File: config.mk
export PLATFORM = sky130hd
export DESIGN_NAME = or_pack_loader
export DESIGN_NICKNAME = d
export VERILOG_FILES = /design/src/rtl/or_pack_loader.sv
export SDC_FILE = /design/constraint.sdc
export NUM_CORES = 1
export LEC_CHECK = 0
export ABC_AREA = 0
export CAP_MARGIN = 20
export CELL_PAD_IN_SITES_DETAIL_PLACEMENT = 0
export CELL_PAD_IN_SITES_GLOBAL_PLACEMENT = 1
export CORE_ASPECT_RATIO = 0.6
export CORE_MARGIN = 4
export CORE_UTILIZATION = 41
export CTS_CLUSTER_DIAMETER = 100
export CTS_CLUSTER_SIZE = 25
export DETAILED_ROUTE_END_ITERATION = 8
export PLACE_DENSITY = 0.81
export SLEW_MARGIN = 20
export SYNTH_ARGS = -nofsm -noshare
export SYNTH_HDL_FRONTEND = slang
export SYNTH_SLANG_ARGS = --single-unit
File: constraint.sdc
create_clock -name clk -period 3.76 [get_ports clk]
set_clock_uncertainty 0.1 [all_clocks]
set_input_delay 0.752 -clock clk [delete_from_list [all_inputs] [get_ports clk]]
set_output_delay 0.752 -clock clk [all_outputs]
set_load 0.02 [all_outputs]
File: src/rtl/or_pack_loader.sv
// Serial-to-parallel loader: packs NUMBER_INPUT words of BIT bits into one OR-reduction operand bus.
// Optional early frame close via `flush` is built only when OR_PACK_FLUSH_EN is defined.
module or_pack_loader #(
   parameter  int BIT          = 29,
   parameter  int NUMBER_INPUT = 16,
   localparam int CW           = $clog2(NUMBER_INPUT + 1)
) (
   input  logic                        clk,
   input  logic                        rst_n,
   input  logic                        in_valid,
   input  logic [BIT-1:0]              in_data,
   output logic                        in_ready,
   input  logic                        flush,
   output logic                        out_valid,
   input  logic                        out_ready,
   output logic [NUMBER_INPUT*BIT-1:0] OUT,
   output logic [CW-1:0]               count
);

   typedef enum logic [1:0] {
      S_EMPTY = 2'd0,
      S_FILL  = 2'd1,
      S_FULL  = 2'd2
   } state_t;

   state_t                      r_state;
   state_t                      w_state_nxt;
   logic [NUMBER_INPUT*BIT-1:0] r_out;
   logic [CW-1:0]               r_count;
   logic                        w_out_valid;
   logic                        w_in_ready;
   logic                        w_accept;
   logic                        w_release;
   logic                        w_flush;
   logic                        w_last;

`ifdef OR_PACK_FLUSH_EN
   assign w_flush = flush;
`else
   // Port kept for a uniform interface; folded to zero so frames close only when full.
   assign w_flush = flush & 1'b0;
`endif

   assign w_accept  = in_valid && w_in_ready;
   assign w_release = w_out_valid && out_ready;
   assign w_last    = (r_count == CW'(NUMBER_INPUT - 1));

   always_ff @(posedge clk or negedge rst_n) begin
      if (!rst_n) begin
         r_state <= S_EMPTY;
      end else begin
         r_state <= w_state_nxt;
      end
   end

   always_comb begin
      w_state_nxt = r_state;
      case (r_state)
         S_EMPTY: begin
            // Flush with nothing captured yet is ignored, even alongside an accept.
            if (w_accept) w_state_nxt = S_FILL;
         end
         S_FILL: begin
            if ((w_accept && w_last) || w_flush) w_state_nxt = S_FULL;
         end
         S_FULL: begin
            if (out_ready) w_state_nxt = S_EMPTY;
         end
         default: w_state_nxt = S_EMPTY;
      endcase
   end

   always_comb begin
      w_out_valid = (r_state == S_FULL);
      w_in_ready  = (r_state != S_FULL);
   end

   // Lane storage: cleared on release so unwritten lanes are the OR identity.
   always_ff @(posedge clk or negedge rst_n) begin
      if (!rst_n) begin
         r_out   <= '0;
         r_count <= '0;
      end else if (w_release) begin
         r_out   <= '0;
         r_count <= '0;
      end else if (w_accept) begin
         for (int k = 0; k < NUMBER_INPUT; k++) begin
            if (r_count == CW'(k)) r_out[k*BIT +: BIT] <= in_data;
         end
         r_count <= r_count + CW'(1);
      end
   end

   assign in_ready  = w_in_ready;
   assign out_valid = w_out_valid;
   assign OUT       = r_out;
   assign count     = r_count;

endmodule

==> implementation parameters <==
Parameter                              Value

Setup path
  Slowest cell on the critical path    clkdlybuf4s50_1
  Ordered cell list for the critical path    nor2b_4 -> inv_2 -> clkdlybuf4s50_1
  Worst setup path category    register to output pin
  CP required    2910 ps
  Reg2Reg Launch Point    count[1]
  Crit path max-delay family    buffers and inverters
  Minimum setup slack among reg-to-reg paths    1160 ps
  Number of buffer and inverter stages on the critical path    2
  Count of cells along the worst register-to-register path    5
  Largest stage delay, worst path    790 ps
  Crit-path max FO    19
  Kind of end point of the critical path    output pin
  Element type at the critical path start    register
  Data arrival, critical path    2340 ps
  Endpoint of the lowest-slack register-to-register path    OUT[276]

Synth
  Leading area contributor after synthesis    dfrtp_1
  Number of synthesized register bits    471
  Number of warnings issued by yosys    0
  Cell area after technology mapping    19700 um^2
  Yosys top cell area share    59.9%
  Gate Count Post-Synth    1675
  Post-synth cell types    30
  Main area contributors after synthesis    dfrtp_1, mux2i_1, nand2_1, buf_6, clkbuf_1
  Syn nets    1714
  Register area share after synthesis    59.9%
  Mean Syn Cell Area    11.7 um^2

Hold path
  Worst hold path type    input pin to asynchronous set/reset pin

STA
  Max frequency    313 MHz
  Final Setup Violations    0
  Tightest Pin Transition    1090 ps
  Unrepaired setup endpoints after global routing    false
  Worst slew margin    27.1%
  Hold violation count in the final report    0
  Final critical-path required period    3200 ps
  Sum of negative setup slack    0 ps
  Share of the clock period used by the worst path after layout    85.0%
  Number of max-slew violations in the final report    0
  Post-route worst hold slack    102 ps

Detailed routing
  Drt total wl    63300 um
  Drt first pass iters    5
  Average wire length per cell after detail routing    23.1 um
  DRC violations left    0
  Starting DRT DRC Count    872
  Vias    14000
  Drt via density    5.12
  Final ANT Viol Nets    0

Power
  Sequential share of power    38.4%
  Power per Cell Area    884 nW/um^2
  Switching pwr    9060 uW
  Combinational Power Share    49.5%
  Worst IR drop on VDD    0.439 mV
  Internal Dissipation    13800 uW
  Switching fraction of total power    39.7%
  Clock share of power    12.1%
  Lkg Pwr    0.0146 uW

Die
  Die area    51700 um^2
  IO Count    505
  Vertical extent of the die    178 um
  Placeable core region    46900 um^2
  Floorplan row count    61
  Initial core utilization    42.0%
  Die X    291 um

Final layout
  Most common cell after layout, fill and taps aside    clkdlybuf4s50_1
  Fillers    3987
  Final instance count without filler cells    2742
  Post-layout util    55.1%
  Ratio of cells with drive above 1 in the final layout    4.27%
  Most used cells in the layout excluding fill and tap cells    clkdlybuf4s50_1, dfrtp_1, nand2_1, mux2i_1, buf_4
  P&R area growth vs syn    31.2%
  Nets    2147

Global routing
  Aggregate global routing overflow    0
  Via count of the first global-routing pass    14800
  Antenna violations before repair    4
  Maximum number of pins on one net before global-route repair    223
  Global-route usage over all layers    24.0%
  First-pass GRT wire length    95500 um

Clocking
  Clk pin slew, worst setup/hold paths    100 ps
  H-tree depth    1
  Cts-stage hold buffer count    0
  Number of instances resized during post-cts repair    0
  Root Driver    clkbuf_16
  Count of buffers added by post-CTS timing repair for setup    0
  Clock Tree Buf Depth    3
  Inserted Clock Buffers    22
  CTS tree    yes
  Total clock sinks    471
  Skew-Pair Late Insertion Delay    560 ps

Placement
  Total of buffers placed on input and output ports    503
  Instance count after placement with tap cells included    2714
  Final estimated routing congestion in global placement    0.825
  Detailed placement HPWL    43900 um

Status
  Result of the run    complete, no violations

Flow run
  Number of violations of the max-capacitance limit    0
==> metrics by stage <==
stage	total power (uW)	area (um^2)	setup WS (ps)
4_1_cts	23100	25800	540
3_5_place_dp	20300	25200	816
2_1_floorplan	14000	19700	1780
6_report	22800	25800	565
5_1_grt	24100	25800	458
3_3_place_gp	20000	25200	876
==> registers in the layout (all words and copies together) (netlist names) <==
name / flops
r_state: 2
count: 5
OUT: 464
==> metal layers <==
metal	global-route usage [%]	share of wire, %	vias up
met5	0	0.021	-
met4	7.68	3.5	2
met3	5.78	6.2	105
met2	38.9	47	414
met1	32.2	43	7152
li1	-	-	6357
==> logic make-up (layout without fill, tap and decap cells) <==
kind of cell / count (synthesis) / count (layout) / synth area share, %
buffers and inverters: 179 / 612 / 4.91
muxes: 437 / 437 / 22.2
AOI/OAI and AO/OA: 65 / 65 / 1.72
adders and majority gates: 5 / 5 / 0.318
other: 0 / 4 / 0
and+or+nand+nor: 518 / 518 / 10.9
DFF: 471 / 471 / 59.9
==> synth_stat cells <==
master       n
mux2i_1    436
nand4_1      5
mux2_2       1
buf_4       18
and2b_1      1
clkbuf_1    65
nor2b_4      1
nand4b_2     4
inv_2        1
ha_1         5
nand4_2      6
o2bb2ai_1    1
buf_1        6
or3_1        1
o21ai_0     30
nand3_1     30
dfrtp_1    471
inv_1       33
and2_1       3
buf_2       31
and3_1       2
a21oi_1     31
nor2b_1      5
a211oi_1     1
nand2_1    456
nor2_1       2
buf_6       25
nand3b_1     1
a22o_1       2
and3b_1      1
==> worst max-delay path by stage <==
stage               end  cells after the start        from  slack, ps
6_report       in_ready                      3  r_state[1]        560
2_1_floorplan  in_ready                      4  r_state[1]       1780
3_5_place_dp   OUT[278]                      4    in_valid        820
5_1_grt        in_ready                      3  r_state[1]        460
3_3_place_gp   OUT[278]                      4    in_valid        880
4_1_cts        in_ready                      3  r_state[1]        540
==> power by group through the flow <==
stage	Clock (uW)	Combinational (uW)	Sequential, uW
2_1_floorplan	0	2540	11500
3_3_place_gp	0	11200	8770
3_5_place_dp	0	11400	8840
4_1_cts	2860	11500	8760
5_1_grt	3030	12000	9050
6_report	2770	11300	8760
==> layout make-up <==
| type | instances | area [um^2] | area share (%) |
|---|---|---|---|
| clock buffers | 23 | 576 | 2.23 |
| well taps | 630 | 788 | 3.05 |
| clock inverters | 1 | 30.0 | 0.116 |
| inverters | 34 | 128 | 0.494 |
| multi-input cells | 1025 | 6990 | 27.1 |
| diodes | 4 | 10.0 | 0.0388 |
| flip-flops and latches | 471 | 11800 | 45.7 |
| repair buffers | 554 | 5510 | 21.3 |
==> worst register-to-register path: cells and delay by family, from the launching register on <==
| family | cells | cell delay [ps] |
|---|---|---|
| mux | 1 | 440 |
| fa+ha+maj | 1 | 130 |
| simple gates | 2 | 1280 |
| flops | 1 | 450 |
| buf+inv | 1 | 100 |
Power figures use the tool's default switching activity.
